==> config.mk <==
export PLATFORM = sky130hd
export DESIGN_NAME = mem_access_ctrl
export DESIGN_NICKNAME = d
export VERILOG_FILES = /design/src/rtl/mem_pkg.sv /design/src/rtl/mem_access_decode.sv /design/src/rtl/mem_access_ctrl.sv
export SDC_FILE = /design/constraint.sdc
export NUM_CORES = 1
export LEC_CHECK = 0
export BUFFER_PORTS_ARGS = -buffer_cell sky130_fd_sc_hd__buf_2
export CORE_UTILIZATION = 30
export DETAILED_ROUTE_END_ITERATION = 8
export GPL_ROUTABILITY_DRIVEN = 0
export GPL_TIMING_DRIVEN = 0
export HOLD_SLACK_MARGIN = 0.06
export PLACE_DENSITY = 0.53
export SETUP_SLACK_MARGIN = 0.05
export SLEW_MARGIN = 5
export SYNTH_ARGS = -nofsm -noshare
export SYNTH_HDL_FRONTEND = slang
export SYNTH_HIERARCHICAL = 1
export SYNTH_SLANG_ARGS = --single-unit
==> constraint.sdc <==
create_clock -name clk -period 1.75 [get_ports clk]
set_input_delay 0.0875 -clock clk [delete_from_list [all_inputs] [get_ports clk]]
set_output_delay 0.0875 -clock clk [all_outputs]
set_load 0.05 [all_outputs]
==> src/rtl/mem_pkg.sv <==
// Shared definitions for the data-RAM initiator: funct3 encodings, RAM width
// codes and the controller state enum.
package mem_pkg;

  localparam logic [2:0] F3_LB  = 3'b000;
  localparam logic [2:0] F3_LH  = 3'b001;
  localparam logic [2:0] F3_LW  = 3'b010;
  localparam logic [2:0] F3_LBU = 3'b100;
  localparam logic [2:0] F3_LHU = 3'b101;
  localparam logic [2:0] F3_SB  = 3'b000;
  localparam logic [2:0] F3_SH  = 3'b001;
  localparam logic [2:0] F3_SW  = 3'b010;

  // bit0 = half, bit1 = word, bit2 = unsigned
  localparam logic [2:0] MW_B  = 3'b000;
  localparam logic [2:0] MW_H  = 3'b001;
  localparam logic [2:0] MW_W  = 3'b010;
  localparam logic [2:0] MW_BU = 3'b100;
  localparam logic [2:0] MW_HU = 3'b101;

  typedef enum logic [1:0] {
    IDLE   = 2'd0,
    ACCESS = 2'd1,
    RESP   = 2'd2
  } state_t;

endpackage

==> src/rtl/mem_access_decode.sv <==
// Combinational funct3/address decode into a RAM width code plus an error flag
// covering illegal funct3, misalignment and out-of-range addresses.
module mem_access_decode
  import mem_pkg::*;
#(
  parameter int MEM_BYTES = 128
) (
  input  logic        we,
  input  logic [2:0]  funct3,
  input  logic [31:0] addr,
  output logic [2:0]  code,
  output logic        err
);

  logic legal;
  logic misaligned;

  always_comb begin
    code  = MW_B;
    legal = 1'b0;
    if (we) begin
      unique case (funct3)
        F3_SB: begin code = MW_B; legal = 1'b1; end
        F3_SH: begin code = MW_H; legal = 1'b1; end
        F3_SW: begin code = MW_W; legal = 1'b1; end
        default: begin code = MW_B; legal = 1'b0; end
      endcase
    end else begin
      unique case (funct3)
        F3_LB:  begin code = MW_B;  legal = 1'b1; end
        F3_LH:  begin code = MW_H;  legal = 1'b1; end
        F3_LW:  begin code = MW_W;  legal = 1'b1; end
        F3_LBU: begin code = MW_BU; legal = 1'b1; end
        F3_LHU: begin code = MW_HU; legal = 1'b1; end
        default: begin code = MW_B; legal = 1'b0; end
      endcase
    end
  end

  assign misaligned = (code[1] && (addr[1:0] != 2'b00)) || (code[0] && addr[0]);
  assign err        = !legal || misaligned || (addr >= 32'(MEM_BYTES));

endmodule

==> src/rtl/mem_access_ctrl.sv <==
// MEM-stage data RAM initiator: accepts one load/store, holds the RAM ports for
// WAIT_CYCLES cycles, then returns read data / error on a valid-ready response.
module mem_access_ctrl
  import mem_pkg::*;
#(
  parameter int WAIT_CYCLES = 1,
  parameter int MEM_BYTES   = 128
) (
  input  logic        clk,
  input  logic        rst,
  input  logic        req_valid,
  output logic        req_ready,
  input  logic        req_we,
  input  logic [2:0]  req_funct3,
  input  logic [31:0] req_addr,
  input  logic [31:0] req_wdata,
  output logic        rsp_valid,
  input  logic        rsp_ready,
  output logic [31:0] rsp_rdata,
  output logic        rsp_err,
  output logic [31:0] ram_addra,
  output logic [31:0] ram_dina,
  output logic        ram_wea,
  output logic [2:0]  ram_mem_u_b_h_w,
  input  logic [31:0] ram_douta
);

  localparam int CW = (WAIT_CYCLES > 1) ? $clog2(WAIT_CYCLES) : 1;
  localparam logic [CW-1:0] CNT_LAST = CW'(WAIT_CYCLES - 1);

  state_t         state_reg, state_next;
  logic [CW-1:0]  cnt_reg;
  logic           we_reg;
  logic [31:0]    addr_reg;
  logic [31:0]    wdata_reg;
  logic [31:0]    rdata_reg;
  logic [2:0]     code_reg;
  logic           err_reg;
  logic [2:0]     dec_code;
  logic           dec_err;
  logic           last_beat;

  mem_access_decode #(.MEM_BYTES(MEM_BYTES)) u_decode (
    .we     (req_we),
    .funct3 (req_funct3),
    .addr   (req_addr),
    .code   (dec_code),
    .err    (dec_err)
  );

  assign last_beat = (state_reg == ACCESS) && (cnt_reg == CNT_LAST);

  always_ff @(posedge clk) begin
    if (rst) state_reg <= IDLE;
    else     state_reg <= state_next;
  end

  always_ff @(posedge clk) begin
    if (rst) begin
      cnt_reg   <= '0;
      we_reg    <= 1'b0;
      addr_reg  <= '0;
      wdata_reg <= '0;
      rdata_reg <= '0;
      code_reg  <= '0;
      err_reg   <= 1'b0;
    end else begin
      case (state_reg)
        IDLE: begin
          if (req_valid) begin
            we_reg    <= req_we;
            addr_reg  <= req_addr;
            wdata_reg <= req_wdata;
            code_reg  <= dec_code;
            err_reg   <= dec_err;
            rdata_reg <= '0;
            cnt_reg   <= '0;
          end
        end
        ACCESS: begin
          // Counter returns to 0 on the final beat so it rests at 0 outside ACCESS.
          cnt_reg <= last_beat ? '0 : cnt_reg + 1'b1;
          if (last_beat && !we_reg) rdata_reg <= ram_douta;
        end
        default: ;
      endcase
    end
  end

  always_comb begin
    state_next = state_reg;
    case (state_reg)
      IDLE:    if (req_valid) state_next = dec_err ? RESP : ACCESS;
      ACCESS:  if (last_beat) state_next = RESP;
      RESP:    if (rsp_ready) state_next = IDLE;
      default: state_next = IDLE;
    endcase
  end

  // Every output is forced low while reset is held, independent of state.
  always_comb begin
    req_ready       = 1'b0;
    rsp_valid       = 1'b0;
    rsp_rdata       = '0;
    rsp_err         = 1'b0;
    ram_addra       = '0;
    ram_dina        = '0;
    ram_wea         = 1'b0;
    ram_mem_u_b_h_w = '0;
    if (!rst) begin
      case (state_reg)
        IDLE: req_ready = 1'b1;
        ACCESS: begin
          ram_addra       = addr_reg;
          ram_dina        = wdata_reg;
          ram_mem_u_b_h_w = code_reg;
          ram_wea         = last_beat && we_reg;
        end
        RESP: begin
          rsp_valid = 1'b1;
          rsp_rdata = rdata_reg;
          rsp_err   = err_reg;
        end
        default: ;
      endcase
    end
  end

endmodule
==> metrics.log <==
INFO  metric fill_cells = 1298
INFO  metric clock-skew-final = 4.07 ps
INFO  metric ys_dominant_reg_cell = sky130_fd_sc_hd__dfxtp_1
INFO  metric seqPwrFrac = 47.4%
INFO  metric yosys_register_bits = 104
INFO  metric hpwl = 10200 um
INFO  metric yosys_warnings = 6
INFO  metric postRouteWirelength = 16700 um
INFO  metric syn_area_per_cell = between 7 and 8 um2
INFO  metric hold_violations_final = 0
INFO  metric timing.critical_path.to_type = output port
INFO  metric cts_made_buffers = 9
INFO  metric post_syn_nets = between 600 and 700
INFO  metric worstPathRequired = 1660 ps
INFO  metric htree_num_levels = 3
INFO  metric clk_pin_slew = 70 ps
INFO  metric finalCriticalPeriod = 1800 ps
INFO  metric grt_remaining_overflow = 0
INFO  metric fin_nets = 1038
INFO  metric slew_headroom = 60.6%
INFO  metric dieHeight = 127 um
INFO  metric post-route-worst-setup-slack = -52.9 ps
INFO  metric net-switching-power = 1.29 mW
INFO  metric maxClockFrequency = 0.555 GHz
INFO  metric worst_skew_pair.late_latency = 350 ps
INFO  metric post_synth_inst_count = 588
INFO  metric power_frac_comb = between 10 and 15%
INFO  metric detail_route.wl_per_cell = 14.6 um
INFO  metric drtIter0Drc = 181
INFO  metric regArea = 2080 um2
INFO  metric area_growth_syn_to_layout = 93.7%
INFO  metric standard_cell_rows = 45
INFO  metric cts.root.buffer_cell = sky130_fd_sc_hd__clkbuf_16
INFO  metric multi_input_area = 2680 um2
INFO  metric asyncSetResetFlopFracSynth = 0%
INFO  metric fin_tns_setup = -1340 ps
INFO  metric drive_gt1_share = 42.1%
INFO  metric finalSetupViolCount = between 60 and 70
INFO  metric detail_route.vias_per_cell = around 4.4
INFO  metric layout.cells.most_common_list = sky130_fd_sc_hd__nand2_1 (171), sky130_fd_sc_hd__buf_8 (119), sky130_fd_sc_hd__buf_2 (111)
INFO  metric gr-usage-all-layers = 20.8%
INFO  metric syn_area = 4690 um2
INFO  metric cellLeakagePower = 3.98 nW
INFO  metric pre_cts_ws = -379 ps
INFO  metric clockPowerShare = 38.2%
INFO  metric synth_enable_flop_cells = 0
INFO  metric cp_cell_sequence = buf_6 -> nor3b_4 -> buf_6 -> buf_6 -> clkbuf_16 -> and2_4 -> buf_8
INFO  metric residual_drc_count = 0
INFO  metric worst-path-max-fanout = 5
INFO  metric critical-path-max-stage-delay = around 340 ps
INFO  metric grt_setup_unrepaired = true
INFO  metric max_cap_viol_count = 0
INFO  metric drt_pass1_iterations = 5
INFO  metric min_path_type = in2reg
INFO  metric die_width = ~130 um
INFO  metric diodes = 0
INFO  metric violated_checks = setup timing
INFO  metric crit_top_cell = sky130_fd_sc_hd__buf_6
INFO  metric crit_path_start_kind = register
INFO  metric yosys-top-cells-area = sky130_fd_sc_hd__dfxtp_1 (44%), sky130_fd_sc_hd__nand2_1 (14%), sky130_fd_sc_hd__and2_1 (13%)
INFO  metric synth_largest_area_cell = sky130_fd_sc_hd__dfxtp_1
INFO  metric final_util = 59.6%
INFO  metric transition_at_the_pin_with_the_smallest_max_transition_slack = 592 ps
INFO  metric wire_length_of_the_first_global_routing_pass = 26100 um
INFO  metric final_antenna_net_count = 0
INFO  metric synth.lib_cells_used.distinct = 29
INFO  metric powerDensity = 583 nW/um2
INFO  metric start_util = 30.8%
INFO  metric num_vias = 5102
INFO  metric slew_violations = 0
INFO  metric crit_slowest_cell = sky130_fd_sc_hd__dfxtp_2
INFO  metric most_common_library_cell_in_the_layout_ignoring_fill_and_taps = sky130_fd_sc_hd__nand2_1
INFO  metric outcome = complete, but fails checks
INFO  metric io_pins = slightly above 200
INFO  metric sw_share = 24.4%
INFO  metric top_cell_type_s_share_of_synthesized_area = about 44%
INFO  metric clockBufferDepth = 2
INFO  metric worst_ir_drop_vdd = 0.435 mV
INFO  metric cellInternalPower = 4.00 mW
INFO  metric core_area = ~15000 um2
INFO  metric pin_count_of_the_biggest_net_entering_global_routing = 16
INFO  metric portBuffers = a little over 200
INFO  metric tritoncts_clock_tree = built
INFO  metric fp.dieArea = about 16000 um2
INFO  metric grt_pass1_vias = 5110
INFO  metric yosysSeqAreaShare = 44.4%
INFO  metric antenna_found_initial = 0
INFO  metric cp.arrival = 1720 ps
INFO  metric crit_type = reg2out
INFO  metric post-route-period-util = 103%
INFO  metric numClockSinks = 104
-- per-stage QoR --
step / instance area (um2) / hold WS, ps / cells / power [mW]
2_1_floorplan: 4710 / 223 / 588 / 2.85
3_3_place_gp: 6000 / 332 / 1004 / 3.08
3_5_place_dp: 6000 / 333 / 1004 / 3.08
4_1_cts: 8850 / 82.4 / 1148 / 5.33
5_1_grt: 9090 / 98.0 / 1149 / 5.55
6_report: 9090 / 98.2 / 1149 / 5.30
-- layer usage --
metal,wire length (um),GRT usage [%],vias up
met4,267,6.16,0
met1,7220,24.7,2359
met2,8360,36.3,154
li1,-,-,2573
met3,897,5.90,16
met5,0,0,-
-- logic make-up (layout without fill, tap and decap cells) --
logic type / after synthesis / count (layout) / share of synthesized area (%)
and+or+nand+nor: 329 / 329 / 35.6
AOI/OAI and AO/OA: 77 / 77 / 8.48
DFF: 104 / 104 / 44.4
buffers and inverters: 46 / 396 / 4.75
muxes: 32 / 32 / 6.83
-- worst paths after layout --
| check | depth (start not counted) | startpoint | slack [ps] | end |
|---|---|---|---|---|
| hold / removal | 4 | req_funct3[0] | 100 | code_reg[1] |
| setup reg to reg | 7 | state_reg[1] | 130 | rdata_reg[10] |
| hold reg to reg | 2 | wdata_reg[31] | 450 | wdata_reg[31] |
| setup / recovery | 7 | state_reg[0] | -50 | ram_addra[21] |
-- synth_stat cells (2+ instances only) --
library cell / count
sky130_fd_sc_hd__mux2i_1: 32
sky130_fd_sc_hd__buf_2: 10
sky130_fd_sc_hd__nor3b_1: 2
sky130_fd_sc_hd__nor3_1: 4
sky130_fd_sc_hd__nand2b_1: 32
sky130_fd_sc_hd__and3_1: 2
sky130_fd_sc_hd__buf_4: 6
sky130_fd_sc_hd__nor3b_4: 2
sky130_fd_sc_hd__nor2_1: 3
sky130_fd_sc_hd__a21oi_1: 72
sky130_fd_sc_hd__clkbuf_1: 27
sky130_fd_sc_hd__buf_6: 2
sky130_fd_sc_hd__and2_1: 100
sky130_fd_sc_hd__nand2_1: 171
sky130_fd_sc_hd__a211oi_1: 2
sky130_fd_sc_hd__dfxtp_1: 104
sky130_fd_sc_hd__nor4_1: 5
-- layout make-up --
type	count	share of cell area, %
Multi-Input combinational cell	438	29.4
Inverter	1	0.0413
Sequential cell	104	22.9
Clock buffer	11	2.67
Buffer	44	4.05
Clock inverter	4	0.496
Tap cell	211	2.90
Timing Repair Buffer	336	37.5
-- worst max-delay path: cells and delay by family (launching register included) --
kind,cells,cell delay [ps]
buffers and inverters,5,680
AND/OR/NAND/NOR,2,350
flip-flops,1,340
-- power by group through the flow --
stage	registers, mW	logic, mW	clock network (mW)
after global placement	2.55	0.531	0
after floorplan	2.54	0.311	0
after CTS	2.51	0.738	2.09
after detailed placement	2.55	0.529	0
after global routing	2.52	0.843	2.19
final	2.51	0.767	2.02
-- repair_timing --
action | CTS | global route
pin swaps | 55 | 36
gates cloned | 11 | 0
setup endpoints to repair | 160 | 130
setup buffers | 18 | 3
gates resized for setup | 407 | 92
hold buffers | 100 | 0
endpoints found under the hold margin | 99 | 0
Note: power is estimated with default switching activity, not from simulation.
